--- config.mk ---
export PLATFORM = sky130hd
export DESIGN_NAME = rr_mux
export DESIGN_NICKNAME = d
export VERILOG_FILES = /design/src/rtl/rr_mux_pkg.sv /design/src/rtl/rr_mux_arbiter.sv /design/src/rtl/rr_mux.sv
export SDC_FILE = /design/constraint.sdc
export NUM_CORES = 1
export LEC_CHECK = 0
export ABC_AREA = 1
export ABC_CLOCK_PERIOD_IN_PS = 2000
export CAP_MARGIN = 20
export CORE_MARGIN = 3
export CORE_UTILIZATION = 39
export CTS_CLUSTER_SIZE = 24
export DETAILED_ROUTE_END_ITERATION = 8
export PLACE_DENSITY = 0.89
export SLEW_MARGIN = 0
export SYNTH_ARGS = -nofsm -noshare
export SYNTH_HDL_FRONTEND = slang
export SYNTH_HIERARCHICAL = 1
export SYNTH_SLANG_ARGS = --single-unit
--- constraint.sdc ---
create_clock -name clk -period 2 [get_ports clk]
set_input_delay 0.5 -clock clk [delete_from_list [all_inputs] [get_ports clk]]
set_output_delay 0.5 -clock clk [all_outputs]
set_load 0.02 [all_outputs]
--- src/rtl/rr_mux_pkg.sv ---
// Shared types and helpers for the round-robin registered multiplexer.
// The packet-lock FSM state type is only used when RR_MUX_LOCK_EN is defined.
package rr_mux_pkg;

    // Widest channel count the one-hot decoder supports.
    localparam int RR_MAX_N = 32;

    typedef enum logic {
        SCAN   = 1'b0,
        LOCKED = 1'b1
    } rr_state_e;

    function automatic int unsigned onehot_to_idx(input logic [RR_MAX_N-1:0] oh);
        int unsigned idx;
        idx = 0;
        for (int i = 0; i < RR_MAX_N; i++) begin
            if (oh[i]) begin
                idx = i;
            end
        end
        return idx;
    endfunction

endpackage

--- src/rtl/rr_mux_arbiter.sv ---
// Combinational round-robin arbiter: grants the first requester at or after ptr,
// wrapping around to channel 0.
module rr_arbiter
    import rr_mux_pkg::*;
#(
    parameter  int N   = 4,
    localparam int CHW = (N > 1) ? $clog2(N) : 1
) (
    input  logic [N-1:0]   req,
    input  logic [CHW-1:0] ptr,
    output logic [N-1:0]   gnt_oh,
    output logic [CHW-1:0] gnt_idx,
    output logic           gnt_any
);

    logic                found_s;
    logic [RR_MAX_N-1:0] oh_ext_s;

    // Two passes: upper segment [ptr, N-1] has priority over the wrapped segment [0, ptr-1].
    always_comb begin
        gnt_oh  = '0;
        found_s = 1'b0;
        for (int j = 0; j < N; j++) begin
            if (!found_s && req[j] && (j >= int'(ptr))) begin
                gnt_oh[j] = 1'b1;
                found_s   = 1'b1;
            end else begin
                found_s = found_s;
            end
        end
        for (int j = 0; j < N; j++) begin
            if (!found_s && req[j] && (j < int'(ptr))) begin
                gnt_oh[j] = 1'b1;
                found_s   = 1'b1;
            end else begin
                found_s = found_s;
            end
        end
    end

    // Index of the granted channel, derived from the one-hot grant.
    always_comb begin
        oh_ext_s        = '0;
        oh_ext_s[N-1:0] = gnt_oh;
        gnt_idx         = CHW'(onehot_to_idx(oh_ext_s));
        gnt_any         = |req;
    end

endmodule

--- src/rtl/rr_mux.sv ---
// N-channel, W-bit round-robin multiplexer with one registered output stage.
// Define RR_MUX_LOCK_EN to add the in_last port and hold the grant for a whole packet.
module rr_mux
    import rr_mux_pkg::*;
#(
    parameter  int N   = 4,
    parameter  int W   = 8,
    localparam int CHW = (N > 1) ? $clog2(N) : 1
) (
    input  logic           clk,
    input  logic           rst,
    input  logic [N-1:0]   in_valid,
    input  logic [N*W-1:0] in_data,
`ifdef RR_MUX_LOCK_EN
    input  logic [N-1:0]   in_last,
`endif
    output logic [N-1:0]   in_ready,
    output logic           out_valid,
    output logic [W-1:0]   out_data,
    output logic [CHW-1:0] out_chan,
    input  logic           out_ready
);

    logic           out_valid_q, out_valid_d;
    logic [W-1:0]   out_data_q, out_data_d;
    logic [CHW-1:0] out_chan_q, out_chan_d;
    logic [CHW-1:0] ptr_q, ptr_d;

    logic           load_s;
    logic           xfer_s;
    logic           adv_s;
    logic [N-1:0]   req_s;
    logic [N-1:0]   gnt_oh_s;
    logic [CHW-1:0] gnt_idx_s;
    logic           gnt_any_s;
    logic [W-1:0]   sel_data_s;
    logic [CHW-1:0] ptr_next_s;

`ifdef RR_MUX_LOCK_EN
    rr_state_e      state_q, state_d;
    logic [CHW-1:0] lock_chan_q, lock_chan_d;
    logic [N-1:0]   lock_mask_s;
    logic           last_s;

    // While locked only the owning channel may compete for the grant.
    always_comb begin
        for (int i = 0; i < N; i++) begin
            lock_mask_s[i] = (CHW'(i) == lock_chan_q);
        end
        if (state_q == LOCKED) begin
            req_s = in_valid & lock_mask_s;
        end else begin
            req_s = in_valid;
        end
    end
`else
    // Every beat is arbitrated on its own.
    always_comb begin
        req_s = in_valid;
    end
`endif

    rr_arbiter #(.N(N)) u_arb (
        .req     (req_s),
        .ptr     (ptr_q),
        .gnt_oh  (gnt_oh_s),
        .gnt_idx (gnt_idx_s),
        .gnt_any (gnt_any_s)
    );

    // Handshake: the output register can take a beat when empty or draining; nothing is accepted under reset.
    always_comb begin
        load_s   = ~out_valid_q | out_ready;
        xfer_s   = load_s & gnt_any_s & ~rst;
        in_ready = xfer_s ? gnt_oh_s : '0;
        sel_data_s = '0;
        for (int i = 0; i < N; i++) begin
            if (gnt_oh_s[i]) begin
                sel_data_s = in_data[i*W +: W];
            end else begin
                sel_data_s = sel_data_s;
            end
        end
        if (gnt_idx_s == CHW'(N - 1)) begin
            ptr_next_s = '0;
        end else begin
            ptr_next_s = gnt_idx_s + CHW'(1);
        end
    end

`ifdef RR_MUX_LOCK_EN
    // Packet-lock FSM: a non-last beat pins the grant; the last beat releases it and advances ptr.
    always_comb begin
        state_d     = state_q;
        lock_chan_d = lock_chan_q;
        adv_s       = 1'b0;
        last_s      = |(in_last & gnt_oh_s);
        case (state_q)
            SCAN: begin
                if (xfer_s && !last_s) begin
                    state_d     = LOCKED;
                    lock_chan_d = gnt_idx_s;
                end else begin
                    adv_s = xfer_s;
                end
            end
            LOCKED: begin
                if (xfer_s && last_s) begin
                    state_d = SCAN;
                    adv_s   = 1'b1;
                end else begin
                    state_d = LOCKED;
                end
            end
            default: begin
                state_d = SCAN;
            end
        endcase
    end

    // FSM state register.
    always_ff @(posedge clk or posedge rst) begin
        if (rst) begin
            state_q     <= SCAN;
            lock_chan_q <= '0;
        end else begin
            state_q     <= state_d;
            lock_chan_q <= lock_chan_d;
        end
    end
`else
    // Without packet lock every transfer advances the pointer.
    always_comb begin
        adv_s = xfer_s;
    end
`endif

    // Output register and pointer next-state; a drain with nothing to load empties the register.
    always_comb begin
        out_valid_d = out_valid_q;
        out_data_d  = out_data_q;
        out_chan_d  = out_chan_q;
        if (xfer_s) begin
            out_valid_d = 1'b1;
            out_data_d  = sel_data_s;
            out_chan_d  = gnt_idx_s;
        end else if (out_ready) begin
            out_valid_d = 1'b0;
        end else begin
            out_valid_d = out_valid_q;
        end
        if (adv_s) begin
            ptr_d = ptr_next_s;
        end else begin
            ptr_d = ptr_q;
        end
    end

    // Output stage and round-robin pointer registers.
    always_ff @(posedge clk or posedge rst) begin
        if (rst) begin
            out_valid_q <= 1'b0;
            out_data_q  <= '0;
            out_chan_q  <= '0;
            ptr_q       <= '0;
        end else begin
            out_valid_q <= out_valid_d;
            out_data_q  <= out_data_d;
            out_chan_q  <= out_chan_d;
            ptr_q       <= ptr_d;
        end
    end

    assign out_valid = out_valid_q;
    assign out_data  = out_data_q;
    assign out_chan  = out_chan_q;

endmodule

# Word level (Yosys, flattened, before mapping)
# Cells that the tools add are included.
dict set report op_classes {
  n_mux 23
  n_eq_ne 1
  addsub 1
  n_reduce_logical 20
  bitwise_logic 5
  n_lt_le_gt_ge 6
}
# op count
set ops {}
lappend ops {{8-bit two-way mux} 4}
lappend ops {{1-bit two-way mux} 15}
lappend ops {{1-bit logical AND} 12}
lappend ops {{1-bit logical NOT} 6}
lappend ops {{2-bit two-way mux} 3}
lappend ops {{1-bit by 2-bit greater-or-equal comparator with 1-bit output (first input constant)} 2}
lappend ops {{1-bit by 2-bit < comparator with 1-bit output (first input constant)} 2}
lappend ops {{4-bit two-way mux} 1}
lappend ops {{4-bit OR reduction} 1}
lappend ops {{2-bit by 1-bit adder with 2-bit output (second input constant)} 1}
lappend ops {{1-bit bitwise AND} 2}
lappend ops {{2-bit equality test (second input constant)} 1}
lappend ops {{2-bit greater-or-equal comparator (first input constant)} 1}
lappend ops {{2-bit < comparator (first input constant)} 1}
lappend ops {{1-bit NOT} 2}
lappend ops {{2-bit nonzero test} 1}
lappend ops {{1-bit bitwise OR} 1}
dict set report word_totals {
  elab_cells 60
  register_bits 13
  out_inout_bits 15
}

# Longest topological paths before layout
# Gate-level depths: netlist (run 1).
dict set report depth {
  word_depth 30
  depth_mapped 12
}

# Hierarchy
# The synthesis (run 1) kept the hierarchy.
# mod cells_per_inst n_inst area_per_inst_um2
set modules_own_cells {}
lappend modules_own_cells {rr_mux 128 1 893.4}
lappend modules_own_cells {rr_arbiter 27 1 125.1}

# Least setup slack after synthesis (run 1)
# OpenSTA, ideal clock, no wires.
dict set report synth_path {
  path_type {in2out}
  startpoint {in in_valid[1]}
  endpoint {out in_ready[1]}
  cell_stages 8
  path_buffers 1
  arrival_time_ps 1454
  slack_ps 46
  path_cell_list {nand2_1 nand3_2 nor2_2 nand3_1 nand2_1 buf_2 inv_1 nor2_1}
}
dict set report synth_via {
  elab_chain_len 19
  word_cells_on_any_way 23
}
# item line
set synth_rtl {}
lappend synth_rtl {{start, declared} rr_mux.sv:12} ;# input logic [N-1:0] in_valid,
lappend synth_rtl {{1-bit logical AND (2 in series)} rr_mux_arbiter.sv:24} ;# if (!found_s && req[j] && (j >= int'(ptr))) begin
lappend synth_rtl {{1-bit two-way mux} rr_mux_arbiter.sv:24}
lappend synth_rtl {{1-bit logical NOT} rr_mux_arbiter.sv:24}
lappend synth_rtl {{1-bit logical AND (2 in series)} rr_mux_arbiter.sv:24}
lappend synth_rtl {{1-bit two-way mux} rr_mux_arbiter.sv:24}
lappend synth_rtl {{1-bit logical NOT} rr_mux_arbiter.sv:24}
lappend synth_rtl {{1-bit logical AND} rr_mux_arbiter.sv:24}
lappend synth_rtl {{1-bit two-way mux} rr_mux_arbiter.sv:24}
lappend synth_rtl {{1-bit logical NOT} rr_mux_arbiter.sv:32} ;# if (!found_s && req[j] && (j < int'(ptr))) begin
lappend synth_rtl {{1-bit logical AND (2 in series)} rr_mux_arbiter.sv:32}
lappend synth_rtl {{1-bit two-way mux} rr_mux_arbiter.sv:32}
lappend synth_rtl {{1-bit logical NOT} rr_mux_arbiter.sv:32}
lappend synth_rtl {{1-bit logical AND (2 in series)} rr_mux_arbiter.sv:32}
lappend synth_rtl {{1-bit two-way mux *} rr_mux_arbiter.sv:32}
lappend synth_rtl {{named net gnt_oh_s[1]} rr_mux.sv:33} ;# logic [N-1:0] gnt_oh_s;
lappend synth_rtl {{4-bit two-way mux *} rr_mux.sv:75} ;# in_ready = xfer_s ? gnt_oh_s : '0;
lappend synth_rtl {{end, declared} rr_mux.sv:17} ;# output logic [N-1:0] in_ready,
# Mark *: on every way through the listed nets, which the timed path passes. The rest lies on a longest branch.

# Worst setup path after layout (run 1)
dict set report layout_path {
  startpoint {reg ptr_q[1]}
  endpoint {reg ptr_q[1]}
}
dict set report layout_via {
  elab_chain_len 30
  word_cells_on_any_way 41
}
# item line
set layout_rtl {}
lappend layout_rtl {{start, declared} rr_mux.sv:27} ;# logic [CHW-1:0] ptr_q, ptr_d;
lappend layout_rtl {{start signal, assigned} rr_mux.sv:170} ;# ptr_q <= ptr_d;
lappend layout_rtl {{1-bit by 2-bit greater-or-equal comparator with 1-bit output} rr_mux_arbiter.sv:24}
lappend layout_rtl {{1-bit logical AND} rr_mux_arbiter.sv:24}
lappend layout_rtl {{1-bit two-way mux} rr_mux_arbiter.sv:24}
lappend layout_rtl {{1-bit logical NOT} rr_mux_arbiter.sv:24}
lappend layout_rtl {{1-bit logical AND (2 in series)} rr_mux_arbiter.sv:24}
lappend layout_rtl {{1-bit two-way mux} rr_mux_arbiter.sv:24}
lappend layout_rtl {{1-bit logical NOT} rr_mux_arbiter.sv:24}
lappend layout_rtl {{1-bit logical AND (2 in series)} rr_mux_arbiter.sv:24}
lappend layout_rtl {{[... 13 more ...]} --}
lappend layout_rtl {{1-bit logical AND (2 in series)} rr_mux_arbiter.sv:32}
lappend layout_rtl {{1-bit two-way mux} rr_mux_arbiter.sv:32}
lappend layout_rtl {{2-bit two-way mux} rr_mux_pkg.sv:17} ;# if (oh[i]) begin
lappend layout_rtl {{2-bit two-way mux *} rr_mux_pkg.sv:17}
lappend layout_rtl {{named net gnt_idx_s[1]} rr_mux.sv:34} ;# logic [CHW-1:0] gnt_idx_s;
lappend layout_rtl {{2-bit by 1-bit adder with 2-bit output or 2-bit equality test (tied branches)} {rr_mux.sv:87, rr_mux.sv:84}}
lappend layout_rtl {{2-bit two-way mux *} rr_mux.sv:84} ;# if (gnt_idx_s == CHW'(N - 1)) begin
lappend layout_rtl {{named net ptr_next_s[1]} rr_mux.sv:37} ;# logic [CHW-1:0] ptr_next_s;
# Marked as above.
# A chain may end at the register's enable or synchronous reset.

==> results.ini, run 1 <==
[run_status]
status = finished, violations left
violations = negative setup slack

[route]
postRouteWirelength_um = 4618
drt-wirelength-per-cell_um = 17.36
via_count = 1440
dr.pass1.iters = 4
drc = 0
drt-vias-per-instance = 5.414
final_antenna_net_count = 0
drtIter0Drc = 82

[setup_path]
critPathArrivalTime_ns = 2.38
worstSetupPathType = reg -> reg
cp_common_cell = buf_4
worstPathMaxFanout = 4
path_cells = nor2_4 -> nand2_2 -> nand3_4 -> nor2_4 -> nand3_2 -> buf_4 -> buf_4 -> buf_4 -> buf_4 -> buf_4 -> nand3_2 -> ha_1 -> nand2_1 -> nand2_1
cpMaxStageDelayCell = dfrtp_2
r2r_slack_ns = -0.20
critPathRequiredTime_ns = 2.18
critPathMaxStageDelay_ns = 0.48
r2r_start = ptr_q[1]
endpoint_kind = flip-flop
critPathLaunchType = flip-flop
reg2reg_depth = 14
worstReg2RegEnd = ptr_q[1]

[floorplan]
fp.dieW_um = 57.10
rows = 17
io_pins = 54
die_h_um = 57.10
start_util = 0.4353
dieArea_um2 = 3260
core_um2 = 2340

[cells_and_area]
synthToLayoutAreaGrowth_pct = 88.82
fillerInstances = 136
layout_common_cells = clkdlybuf4s50_1, nand2_1, buf_4
drive_gt1_frac = 0.3571
diodes = 0
final_common_cell = clkdlybuf4s50_1
seqCellArea_um2 = 327.8
fin_nets = 279
multiInputGateArea_um2 = 714.4

[cts]
root_buffer = clkbuf_4
htree_levels = 1
clk_pin_slew_worst_paths_ns = 0.09
cts_tree = built
clock-sinks = 13
cts-buffers-inserted = 3
clk_path_buf_depth = 2
worstSkewPairLatency_ns = 0.29

[synthesis]
ys_ff_latch = 13
seq_area_frac_synth = 0.3194
synth.avg_cell_area_um2 = 6.571
synth.distinct_cells = 19
yosysTopAreaCell = dfrtp_1
netlist_area_um2 = 1018
synth.net_count = 195
yosysTopAreaCellShare = 0.3194
ys_warn_count = 6
synth_area_leaders = dfrtp_1, nand2_1, inv_1, nor2_1, nand3_1
synth_cells = 155

[sta]
rsz0062_at_grt = yes
finalSetupViolCount = 6
tightestPinTransition_ns = 0.5041
fin_setup_tns_ns = -0.9030
max_clock_freq_mhz = 454.7
fin_skew_ns = 0.002887
max-slew-margin-rel = 0.6635
fin_ws_ns = -0.1992
period_share = 1.100
hold_violations = 0
fin_crit_ns = 2.199
finalMaxSlewViolations = 0

[global_route]
first_global_vias = 1436
grt.total_usage = 0.2647
globalRouteOverflowTotal = 0
grt_start_max_net_pins = 14
antenna_found_initial = 0
grt_pass1_wl_um = 6658

[place]
io_buffers = 53
post-dp-hpwl_um = 2611
dp_worst_setup_slack_ns = -0.8214
place.gp.congestion = 0.9606

[power]
cellLeakagePower_nw = 0.9806
p_total_mw = 1.953
p_per_area_nw_per_um2 = 1016
irDropWorstVdd_v = 0.0007654

[min_path]
holdPathEnd = out_chan[0]
holdPathStages = 2
hold_path.class = reg -> reg
hp-start = out_chan[0]

[flow_run]
maxCapViolCount = 0

## final cells by class
type / instances / area share
clock buffer: 3 / 0.01171
timing repair buffer: 82 / 0.3813
clock inverter: 1 / 0.002602
tap: 28 / 0.01822
inverter: 22 / 0.04424
sequential: 13 / 0.1705
multi-input combinational: 117 / 0.3715
## worst max path at each step
stage | startpoint | endpoint | depth (start not counted)
after floorplan | in_valid[1] | in_ready[1] | 8
after global placement | in_valid[1] | in_ready[3] | 9
after detailed placement | in_valid[1] | in_ready[1] | 9
after CTS | ptr_q[1] | in_ready[1] | 9
after global routing | ptr_q[1] | ptr_q[1] | 14
final | ptr_q[1] | ptr_q[1] | 14
## layer usage
layer | global-route usage | vias up | part of all wire
met3 | 0.04525 | 19 | 0.077
met5 | 0 | - | 0
met1 | 0.2950 | 669 | 0.37
li1 | - | 648 | -
met4 | 0.1722 | 0 | 0.041
met2 | 0.4600 | 104 | 0.51
## Yosys cell counts
cell type	n
or2_2	8
nor2_1	22
nor3_1	1
buf_4	1
a21oi_1	8
nand2_2	2
nand2_4	1
ha_1	1
dfrtp_1	13
inv_1	22
a21boi_0	8
nor2_8	1
nor2_2	1
nand3_2	2
buf_2	1
buf_6	1
nand3_1	15
nand2_1	45
nor2_4	2
## through the flow
stage / cells / area [um2] / utilization / hold WS, ns
6_report: 266 / 1923 / 0.8219 / 0.5024
5_1_grt: 266 / 1923 / 0.8219 / 0.5162
4_1_cts: 266 / 1829 / 0.7818 / 0.4951
3_5_place_dp: 248 / 1673 / 0.7150 / 0.4729
3_3_place_gp: 248 / 1673 / 0.7150 / 0.4682
2_1_floorplan: 155 / 1018 / - / 0.3770
## sequential cells by signal (all words and copies together), names as in the netlist
signal	count
out_chan	2
out_data	8
out_valid	1
ptr_q	2
## power by group
part | switching (mW) | internal, mW | leakage [nW]
clock network | 0.104 | 0.0743 | 0.0177
logic | 0.703 | 0.599 | 0.802
registers | 0.0970 | 0.376 | 0.160
total | 0.904 | 1.05 | 0.981
## cell families after synthesis
group | share of synthesized area
AOI/OAI and AO/OA | 0.09828
adders and majority gates | 0.01228
buffers and inverters | 0.1044
DFF | 0.3194
and+or+nand+nor | 0.4656
## critical path: cells and delay by family (launching register included)
| family | cells | cell delay, ns |
|---|---|---|
| and+or+nand+nor | 8 | 0.73 |
| buffers and inverters | 5 | 0.63 |
| DFF | 1 | 0.48 |
| adders and majority gates | 1 | 0.23 |
## what timing repair did
item	in CTS	in global routing
endpoints found under the hold margin	0	0
buffers inserted	14	3
endpoints found under the setup margin	12	15
hold buffers	0	0
gates resized for setup	39	24
pin swaps	10	10
Power figures use the tool's default switching activity.
==> run 2, diff against run 1 <==
--- a/config.mk
+++ b/config.mk
@@ -12,8 +12,8 @@
 export CORE_UTILIZATION = 39
 export CTS_CLUSTER_SIZE = 24
 export DETAILED_ROUTE_END_ITERATION = 8
-export PLACE_DENSITY = 0.89
-export SLEW_MARGIN = 0
+export PLACE_DENSITY = 0.87
+export SLEW_MARGIN = 20
 export SYNTH_ARGS = -nofsm -noshare
 export SYNTH_HDL_FRONTEND = slang
 export SYNTH_HIERARCHICAL = 1
==> run 2 against run 1 <==
  * The run still ends with negative setup slack left
  * Critical path type is now reg -> out
  * Worst hold slack worse by 0.20 ns
  * Global-route usage shrank 6.6 points
  * Non-clock buffer count decreased by 6
  * Core utilization fell by 4.5 points
  * Largest power group unchanged
  * Critical endpoint is now in_ready[1]
==> results.ini, run 2 (synthesis results as in run 1) <==
[setup_path]
critPathArrivalTime_ns = 1.58  ; -0.80 ns
cp_common_cell = nand2_2
critPathRequiredTime_ns = 1.50  ; -0.68 ns
cpLargestDelayFamily = simple AND/OR/NAND/NOR gates
endpoint_kind = primary output
critPathBufInv = 2  ; -3
worstPathMaxFanout = 3  ; -1
critPathLaunchType = flip-flop
critPathMaxStageDelay_ns = 0.41  ; -0.07 ns
cpMaxStageDelayCell = dfrtp_1
path_cells = nand2_2 -> nand2_2 -> nand3_4 -> nor2_4 -> nand3_2 -> nand2_2 -> inv_2 -> nor2_2 -> buf_4
worstSetupPathType = reg -> out
cp.depth = 9  ; -5
reg2reg_depth = 12  ; -2

[sta]
fin_ws_ns = -0.08425  ; +0.1150 ns
finalMaxSlewViolations = 0  ; unchanged
fin_crit_ns = 2.084  ; -0.1150 ns
rsz0062_at_grt = yes
fin_skew_ns = 0.004615  ; +0.001728 ns
hold_violations = 0  ; unchanged
tightestPinTransition_ns = 0.4721  ; -0.03201 ns
finalSetupViolCount = 3  ; -3
period_share = 1.042  ; -0.05749
max_clock_freq_mhz = 479.8  ; +5.5%
max-slew-margin-rel = 0.6849  ; +0.02136

[min_path]
hold_path.class = in -> async

[power]
p_clk_frac = 0.090  ; about the same
p_int_mw = 1.007  ; -4.1%
p_sw_frac = 0.4274  ; -0.03532
p_total_mw = 1.758  ; -10%
p_per_area_nw_per_um2 = 967.7  ; -4.7%
irDropWorstVdd_v = 0.0006215  ; -19%
combPwrFrac = 0.655  ; -0.012
cellLeakagePower_nw = 0.9280  ; -5.4%
power_frac_seq = 0.255  ; +0.013
power.switching_mw = 0.7513  ; -17%

[route]
final_antenna_net_count = 0  ; unchanged
drt-wirelength-per-cell_um = 13.55  ; -22%
via_count = 1286  ; -11%
drt-vias-per-instance = 4.946  ; -8.6%
drc = 0  ; unchanged
drtIter0Drc = 41  ; -50%
dr.pass1.iters = 4  ; unchanged
postRouteWirelength_um = 3523  ; -24%

[place]
post-dp-hpwl_um = 2496  ; -4.4%
dp_cells = 247  ; -0.40%
dp_worst_setup_slack_ns = -0.7700  ; +0.05138 ns
io_buffers = 53  ; unchanged
place.gp.congestion = 0.8304  ; -14%

[cells_and_area]
synthToLayoutAreaGrowth_pct = 78.38
fin_nets = 273  ; -2.2%
utilization = 0.7765  ; -0.04545
drive_gt1_frac = 0.3103  ; -0.04680
diodes = 0  ; unchanged
final_common_cell = clkdlybuf4s50_1
instances_no_fill = 260  ; -2.3%
largest_reg_flops = 8  ; unchanged
layout_common_cells = clkdlybuf4s50_1, nand2_1, buf_4

[cts]
clock-sinks = 13  ; unchanged
clk_pin_slew_worst_paths_ns = 0.08  ; about the same
cts_tree = built
htree_levels = 1  ; unchanged
cts-buffers-inserted = 3  ; unchanged
clk_path_buf_depth = 2  ; unchanged
worstSkewPairLatency_ns = 0.27  ; -0.02 ns
root_buffer = clkbuf_4

[floorplan]
core_um2 = 2340  ; unchanged
start_util = 0.4353  ; unchanged
dieArea_um2 = 3260  ; unchanged
fp.dieW_um = 57.10  ; unchanged
die_h_um = 57.10  ; unchanged
io_pins = 54  ; unchanged
rows = 17  ; unchanged

[run_status]
status = finished, violations left
violations = negative setup slack

[global_route]
grt.total_usage = 0.1992  ; -0.06555
grt_start_max_net_pins = 14  ; unchanged
grt_pass1_wl_um = 5216  ; -22%
globalRouteOverflowTotal = 0  ; unchanged
first_global_vias = 1228  ; -14%
antenna_found_initial = 0  ; unchanged

[flow_run]
maxCapViolCount = 0  ; unchanged

[run 2: cell count changes in the layout (fill, tap and decap cells not counted), moves of 3 or more]
cell and delta:
buf_4 -9, nand3_2 -6, nand2_4 -3, a21oi_1 +5
nand2_2 +3, nor2_2 +4, nand3_1 +6, a21oi_2 -5
nor2_1 -3, inv_2 +3, buf_6 +4
[run 2: worst register-to-register path, cell delays in order, from the launching register on]
cell and delay [ns]:
dfrtp_1 0.41, nand2_2 0.09, nand2_2 0.11, nand3_4 0.09, nor2_4 0.13, nand3_2 0.10
nand2_2 0.10, inv_2 0.05, buf_4 0.12, buf_4 0.14, or2_2 0.27, nand3_1 0.10
nand2_1 0.06
[run 2: power groups by stage]
stage | Clock [mW] | Combinational, mW | Sequential, mW
after floorplan | 0 | 0.463 | 0.548
after global placement | 0 | 1.00 | 0.433
after detailed placement | 0 | 1.03 | 0.440
after CTS | 0.155 | 1.07 | 0.440
after global routing | 0.174 | 1.25 | 0.464
final | 0.158 | 1.15 | 0.449
[run 2: layout make-up]
cell class	instances	area, um2
repair buffers	76	699.4
multi-input cells	117	646.9
fillers	176	523.0
flip-flops and latches	13	326.6
inverters	22	82.58
well taps	28	35.03
clock buffers	4	26.28
[run 2: path summary, 6_finish.rpt]
kind / startpoint / to / slack, ns
worst min register to register: out_chan[0] / out_chan[0] / 0.51
worst min-delay path: rst / ptr_q[0] / 0.30
min in group clk: out_chan[0] / out_chan[0] / 0.51
worst max register to register: ptr_q[0] / out_data[5] / 0.12
worst max-delay path: ptr_q[0] / in_ready[1] / -0.08
max in group asynchronous: rst / ptr_q[1] / 1.35
[run 2: routing by layer]
layer,vias to the layer above,wire (um),track usage
met2,67,1882,0.3752
met5,-,0,0
met3,10,229,0.02036
li1,633,-,-
met1,576,1312,0.2350
met4,0,98,0.05960
[run 2: timing repair]
action | CTS | global route
pin swaps | 12 | 15
hold buffers | 0 | 0
gates resized for setup | 37 | 23
buffers inserted | 4 | 5
setup endpoints to repair | 4 | 4
[run 2: through the flow]
stage	instance area, um2	hold WS [ns]	TNS [ns]
after floorplan	1018	0.3770	0
final	1817	0.3043	-0.1930
after global routing	1817	0.3691	-0.4870
after global placement	1665	0.4621	-4.006
after CTS	1740	0.5067	-0.2326
after detailed placement	1665	0.4870	-5.341
==> run 3, diff against run 2 <==
--- a/config.mk
+++ b/config.mk
@@ -10,6 +10,7 @@
 export CAP_MARGIN = 20
 export CORE_MARGIN = 3
 export CORE_UTILIZATION = 39
+export CTS_CLUSTER_DIAMETER = 200
 export CTS_CLUSTER_SIZE = 24
 export DETAILED_ROUTE_END_ITERATION = 8
 export PLACE_DENSITY = 0.87
==> results of run 3 <==
The final DEF is identical to that of run 2; final timing and power are the same.
